`src/rtl/cpu_bus_pkg.sv`:
```
// Shared types and constants for the CPU bus responder.
package cpu_bus_pkg;

  localparam int DATA_SIZE = 32;

  // Wide enough for read latencies up to 7 cycles
  localparam int CNT_W = 3;

  // Active-low byte enables with no lane selected
  localparam logic [3:0] WEB_NONE = 4'b1111;

  typedef enum logic [2:0] {
    IDLE,
    DM_REQ,
    DM_WAIT,
    IM_REQ,
    IM_WAIT,
    DONE
  } bus_state_t;

endpackage

```
`src/rtl/bus_lat_counter.sv`:
```
// Loadable down-counter timing the SRAM read latency; `last` marks the
// cycle in which the read data is valid on the SRAM output.
module bus_lat_counter #(
  parameter int WIDTH = 3
) (
  input  logic             clk,
  input  logic             rst,
  input  logic             load,
  input  logic [WIDTH-1:0] load_val,
  input  logic             dec,
  output logic             last
);

  logic [WIDTH-1:0] count;

  // Load takes priority; decrement saturates at zero
  always_ff @(posedge clk or posedge rst) begin
    if (rst) begin
      count <= '0;
    end else if (load) begin
      count <= load_val;
    end else if (dec && (count != '0)) begin
      count <= count - WIDTH'(1);
    end
  end

  assign last = (count == WIDTH'(1));

endmodule

```
`src/rtl/cpu_bus_responder.sv`:
```
// Serializes the CPU's fetch and load/store requests onto one
// single-ported SRAM, stalling the CPU until the cycle's requests are done.
module cpu_bus_responder #(
  parameter int DATA_SIZE = cpu_bus_pkg::DATA_SIZE,
  parameter int ADDR_W    = 14,
  parameter int RD_LAT    = 1
) (
  input  logic                 clk,
  input  logic                 rst,
  input  logic                 im_read_mem,
  input  logic [31:0]          im_addr,
  input  logic                 dm_read_mem,
  input  logic                 dm_write_mem,
  input  logic [31:0]          dm_addr,
  input  logic [3:0]           dm_web,
  input  logic [DATA_SIZE-1:0] dm_datain,
  output logic [DATA_SIZE-1:0] im_dataout,
  output logic [DATA_SIZE-1:0] dm_dataout,
  output logic                 bus_stall,
  output logic                 mem_cs,
  output logic [3:0]           mem_web,
  output logic [ADDR_W-1:0]    mem_addr,
  output logic [DATA_SIZE-1:0] mem_din,
  input  logic [DATA_SIZE-1:0] mem_dout
);

  import cpu_bus_pkg::*;

  bus_state_t state;
  bus_state_t state_next;

  logic any_req;
  logic cnt_load;
  logic cnt_dec;
  logic cnt_last;
  logic dm_cap;
  logic im_cap;

  logic [DATA_SIZE-1:0] im_buf;
  logic [DATA_SIZE-1:0] dm_buf;

  // Byte lanes and bits above the SRAM window do not take part in addressing
  logic unused_addr_bits;
  assign unused_addr_bits = ^{im_addr[31:ADDR_W+2], im_addr[1:0],
                              dm_addr[31:ADDR_W+2], dm_addr[1:0]};

  assign any_req = im_read_mem | dm_read_mem | dm_write_mem;

  bus_lat_counter #(
    .WIDTH(CNT_W)
  ) u_lat_counter (
    .clk     (clk),
    .rst     (rst),
    .load    (cnt_load),
    .load_val(CNT_W'(RD_LAT)),
    .dec     (cnt_dec),
    .last    (cnt_last)
  );

  // State register; reset abandons any transaction in flight
  always_ff @(posedge clk or posedge rst) begin
    if (rst) begin
      state <= IDLE;
    end else begin
      state <= state_next;
    end
  end

  // Next state: data access first since the MEM-stage request is older
  always_comb begin
    state_next = state;
    unique case (state)
      IDLE: begin
        if (dm_read_mem | dm_write_mem) begin
          state_next = DM_REQ;
        end else if (im_read_mem) begin
          state_next = IM_REQ;
        end
      end
      DM_REQ: begin
        if (dm_write_mem) begin
          state_next = im_read_mem ? IM_REQ : DONE;
        end else begin
          state_next = DM_WAIT;
        end
      end
      DM_WAIT: begin
        if (cnt_last) begin
          state_next = im_read_mem ? IM_REQ : DONE;
        end
      end
      IM_REQ:  state_next = IM_WAIT;
      IM_WAIT: begin
        if (cnt_last) begin
          state_next = DONE;
        end
      end
      DONE:    state_next = IDLE;
      default: state_next = IDLE;
    endcase
  end

  // SRAM strobes, stall and counter controls decoded from the state
  always_comb begin
    bus_stall = 1'b1;
    mem_cs    = 1'b0;
    mem_web   = WEB_NONE;
    mem_addr  = '0;
    mem_din   = '0;
    cnt_load  = 1'b0;
    cnt_dec   = 1'b0;
    dm_cap    = 1'b0;
    im_cap    = 1'b0;
    unique case (state)
      IDLE: begin
        bus_stall = any_req;
      end
      DM_REQ: begin
        mem_cs   = 1'b1;
        mem_addr = dm_addr[ADDR_W+1:2];
        if (dm_write_mem) begin
          mem_web = dm_web;
          mem_din = dm_datain;
        end else begin
          cnt_load = 1'b1;
        end
      end
      DM_WAIT: begin
        cnt_dec = 1'b1;
        dm_cap  = cnt_last;
      end
      IM_REQ: begin
        mem_cs   = 1'b1;
        mem_addr = im_addr[ADDR_W+1:2];
        cnt_load = 1'b1;
      end
      IM_WAIT: begin
        cnt_dec = 1'b1;
        im_cap  = cnt_last;
      end
      DONE: begin
        bus_stall = 1'b0;
      end
      default: begin
        bus_stall = 1'b0;
      end
    endcase
  end

  // Read buffers hold the last captured word until the next read of that port
  always_ff @(posedge clk or posedge rst) begin
    if (rst) begin
      im_buf <= '0;
      dm_buf <= '0;
    end else begin
      if (im_cap) begin
        im_buf <= mem_dout;
      end
      if (dm_cap) begin
        dm_buf <= mem_dout;
      end
    end
  end

  assign im_dataout = im_buf;
  assign dm_dataout = dm_buf;

endmodule

```
`config.mk`:
```
export PLATFORM = sky130hd
export DESIGN_NAME = cpu_bus_responder
export DESIGN_NICKNAME = d
export VERILOG_FILES = /design/src/rtl/cpu_bus_pkg.sv /design/src/rtl/bus_lat_counter.sv /design/src/rtl/cpu_bus_responder.sv
export SDC_FILE = /design/constraint.sdc
export NUM_CORES = 1
export LEC_CHECK = 0
export BUFFER_PORTS_ARGS = -buffer_cell sky130_fd_sc_hd__buf_2
export CAP_MARGIN = 25
export CORE_MARGIN = 2
export CORE_UTILIZATION = 38
export CTS_BUF_LIST = sky130_fd_sc_hd__clkbuf_8
export DETAILED_ROUTE_END_ITERATION = 16
export GPL_ROUTABILITY_DRIVEN = 1
export HOLD_SLACK_MARGIN = 0.08
export PLACE_DENSITY = 0.84
export SYNTH_ARGS = -nofsm -noshare
export SYNTH_HDL_FRONTEND = slang
export SYNTH_SLANG_ARGS = --single-unit
```
`constraint.sdc`:
```
create_clock -name clk -period 1.8 [get_ports clk]
set_input_delay 0.18 -clock clk [delete_from_list [all_inputs] [get_ports clk]]
set_output_delay 0.18 -clock clk [all_outputs]
set_load 0.05 [all_outputs]
```
==> run summary <==
The flow ran to the end, and the final reports show no timing, DRC or antenna violations. The final core utilization came out at 62.0%. STA classifies the critical path endpoint as a primary output.

The sum of buffers and inverters on the critical path is 2. The post-detailed-route count of antenna-violating nets is 0. In this run the vertical extent of the chip is 99.7 um. The number of cell rows is 34. Dividing the final minimum period by the clock period gives 96.1%.

The total power consumption of the routed design came out at 11.8 mW. After routing the design area is 5460 um^2. The first-pass iteration count of the detailed router is 4. The worst min-delay path class is input pin to register. The highest fanout seen on the critical path came out at 7. The type of the worst setup path is register to primary output.

The number of filler instances in the final layout came out at 662. After clock tree synthesis, the clock-pin slew on the worst setup and hold paths is 0.07 ns. The number of H-tree branching levels is 3.

The number of antenna violations at the first check in global routing came to 0. The routed metal-1 wire length is 3600 um. The worst-skew pair later-pin latency came out at 0.33 ns. TritonCTS built the clock tree. The number of flops mapped to enable cells by yosys came out at 0.

The final RePlAce weighted congestion is 0.861. The number of global-route vias before repair is 3227. After synthesis, the share of flip-flops with an asynchronous set or reset is 100%. In this run the cell area measured after placement is 4710 um^2. The data required time at the worst endpoint is 1.62 ns. For this run the aggregate overflow at the end of global routing stands at 0. The worst stage delay on the critical path is 0.45 ns. The largest net degree at the start of global routing came out at 71. The worst setup path is launched from a register.

The area inside the core boundary is 8810 um^2. The total routing resource utilization after global routing is 19.3%. The number of vias per cell after detailed routing came out at 4.94. The final-stage net count is 650. Per report_power, the sequential group accounts for 24.4% of the total. The count of endpoints failing hold in the final timing report is 0.

In this run, the clock network consumes 11.3% of the power. In the final layout, the share of cells above drive strength 1 is 63.5%. The deepest clock path buffer count is 2. The worst clock skew came out at 0.00518 ns. CTS placed an instance of sky130_fd_sc_hd__clkbuf_8 at the clock tree root. The count of unresolved DRC violations after routing is 0. The uppermost metal layer occupied by signal nets is met4. The clock sink total is 70. The highest-delay cell along the critical path is sky130_fd_sc_hd__dfrtp_2.

Combinational logic burns 64.3% of the power. The top-level port count came out at 253. Summed over all cells, the static leakage comes to 2.93 nW. The total wirelength of the detailed-routed design came out at 10200 um.

The count of final max-slew check failures came out at 0. The switching power summed over all nets came out at 6.17 mW. The relative slew slack came out at 76.2%. The number of buffers created by CTS came out at 9. The total met3 wirelength after detailed routing is 680 um. The detailed-routed wire length on met2 is 5660 um. The minimum period implied by the final worst setup slack came out at 1.73 ns. The summed instance area of the synthesized netlist came out at 3480 um^2.

The signal arrival time at the worst endpoint is 1.55 ns. The share of synthesized area occupied by flip-flops and latches came out at 50.3%. Across the VDD grid, the largest voltage drop is 0.00156 V.

The signal on the critical path passes through buf_4 -> nor2_4 -> nor2b_1 -> a21oi_1 -> buf_4. The average cell area after synthesis is 13.2 um^2. The area growth from synthesis to layout is 56.7%. The number of warnings reported in the yosys synthesis log is 0. The number of buffers added on ports came out at 216.

The detailed-placement wirelength estimate is 7200 um. The detail-routed net length per standard cell is 16.3 um. The die is 99.7 um wide.

The die covers 9950 um^2. Synthesis produced a netlist with a net count of 404. The pin slew with the least headroom to its limit came out at 0.357 ns.

Among the stages of the critical path, the cell type that occurs most often is sky130_fd_sc_hd__buf_4. For this run, the leading register cell type out of synthesis is sky130_fd_sc_hd__dfrtp_1. The count of antenna diodes in the layout is 0.

The detailed-route via count came out at 3075. The net switching fraction of the power is 52.4%. The family with the most delay on the worst path is flip-flops. The cell internal power dissipation is 5.61 mW. The global-route wire length before repair came out at 15300 um. After the first detailed-routing iteration, the DRC count stood at 75. The number of instances in the synthesized netlist is 264. The total of max-cap violations is 0. The accumulated negative setup slack came out at 0 ns.

The post-synthesis sequential element count came out at 70. Setup violations remaining at the end of the flow were counted as 0. The highest clock frequency the design can meet came out at 578 MHz. The power density over cell area is 2160 nW/um^2.

The initial utilization of the core area, before any placement, comes to 39.6%. The count of distinct cell types in the synthesized netlist came out at 38.
-- metrics by stage --
step                      setup slack, ns  hold slack [ns]  instances
after floorplan                   0.00996            0.312        264
final                              0.0707            0.106        623
after CTS                        0.000763           0.0800        620
after detailed placement           0.0343            0.310        581
after global placement              0.103            0.300        581
after global routing             -0.00612           0.0791        623
-- kinds of logic after synthesis --
kind of cell,Yosys count,share of synthesized area (%)
AOI/OAI and AO/OA,12,2.37
xor gates and xnor gates,2,0.503
adders and majority gates,3,1.08
buffers and inverters,25,4.56
DFF,70,50.3
muxes,80,28.5
and+or+nand+nor,72,12.7
-- cells in the final DEF, fill, tap and decap left out, types with 2 or more instances in the layout --
cell type,count
sky130_fd_sc_hd__ha_1,3
sky130_fd_sc_hd__nor2b_1,3
sky130_fd_sc_hd__mux2i_1,16
sky130_fd_sc_hd__a211oi_1,2
sky130_fd_sc_hd__nor2_1,15
sky130_fd_sc_hd__dlygate4sd3_1,25
sky130_fd_sc_hd__buf_4,10
sky130_fd_sc_hd__a21oi_1,2
sky130_fd_sc_hd__clkinvlp_4,3
sky130_fd_sc_hd__nand4_1,2
sky130_fd_sc_hd__mux2_4,30
sky130_fd_sc_hd__nor4_1,2
sky130_fd_sc_hd__a31oi_1,2
sky130_fd_sc_hd__or2_2,4
sky130_fd_sc_hd__buf_12,5
sky130_fd_sc_hd__dfrtp_1,67
sky130_fd_sc_hd__buf_6,34
sky130_fd_sc_hd__and3_1,32
sky130_fd_sc_hd__dfrtp_2,3
sky130_fd_sc_hd__buf_2,178
sky130_fd_sc_hd__clkbuf_8,12
sky130_fd_sc_hd__nand2b_1,3
sky130_fd_sc_hd__mux2_2,33
sky130_fd_sc_hd__inv_1,4
-- worst paths after layout --
path	start	end	slack, ns	depth (start not counted)
min in group asynchronous	rst	dm_dataout[5]$_DFFE_PP0P_	0.49	4
max reg2reg	u_lat_counter.count[1]$_DFFE_PP0P_	im_dataout[10]$_DFFE_PP0P_	0.09	6
max	state[0]$_DFFE_PP0P_	bus_stall	0.07	5
min reg2reg	im_dataout[30]$_DFFE_PP0P_	im_dataout[30]$_DFFE_PP0P_	0.50	1
min	mem_dout[27]	dm_dataout[27]$_DFFE_PP0P_	0.11	2
max in group asynchronous	rst	state[1]$_DFFE_PP0P_	1.01	4
-- repair_timing --
action / in CTS / in global routing
endpoints found under the setup margin: 42 / 74
setup buffers: 1 / 0
resized for setup: 44 / 44
endpoints found under the hold margin: 97 / 3
hold buffers: 22 / 3
-- flip-flops by register name (all words and copies together) (netlist names) --
name / count
dm_dataout: 32
im_dataout: 32
state: 3
u_lat_counter.count: 3
-- power groups by stage --
stage / Clock (mW) / Combinational (mW) / Sequential [mW]
2_1_floorplan: 0 / 3.09 / 5.42
3_3_place_gp: 0 / 7.11 / 2.80
3_5_place_dp: 0 / 7.24 / 2.86
4_1_cts: 1.38 / 7.42 / 2.84
5_1_grt: 1.46 / 7.91 / 2.98
6_report: 1.33 / 7.57 / 2.87
-- metal layers --
| metal | up-vias | track usage (%) |
|---|---|---|
| met5 | - | 0 |
| li1 | 1431 | - |
| met1 | 1489 | 20.2 |
| met2 | 140 | 37.2 |
| met3 | 15 | 5.27 |
| met4 | 0 | 6.32 |
-- synth_stat cells (2+ instances only) --
master / number / area, um^2
sky130_fd_sc_hd__nor4_1: 2 / 12.5
sky130_fd_sc_hd__nand2b_1: 4 / 25.0
sky130_fd_sc_hd__a31oi_1: 2 / 12.5
sky130_fd_sc_hd__buf_4: 2 / 15.0
sky130_fd_sc_hd__mux2_2: 33 / 372
sky130_fd_sc_hd__clkbuf_1: 6 / 22.5
sky130_fd_sc_hd__inv_1: 6 / 22.5
sky130_fd_sc_hd__mux2i_1: 16 / 160
sky130_fd_sc_hd__a21oi_1: 2 / 10.0
sky130_fd_sc_hd__buf_2: 4 / 20.0
sky130_fd_sc_hd__or2_2: 4 / 25.0
sky130_fd_sc_hd__a211oi_1: 2 / 15.0
sky130_fd_sc_hd__mux2_4: 30 / 450
sky130_fd_sc_hd__nor2_1: 15 / 56.3
sky130_fd_sc_hd__dfrtp_1: 70 / 1750
sky130_fd_sc_hd__and3_1: 32 / 200
sky130_fd_sc_hd__nor2b_1: 4 / 25.0
sky130_fd_sc_hd__buf_6: 7 / 78.8
sky130_fd_sc_hd__ha_1: 3 / 37.5
sky130_fd_sc_hd__nand4_1: 2 / 12.5
-- final cells by class --
type,count,area [um^2],share of cell area (%)
clock buffer,12,165,3.03
clock inverter,4,53.8,0.986
inverter,6,26.3,0.481
multi-input combinational,169,1600,29.3
sequential,70,1760,32.2
tap,108,135,2.48
timing repair buffer,254,1720,31.5
No activity file was read; power rests on OpenSTA's default activity.
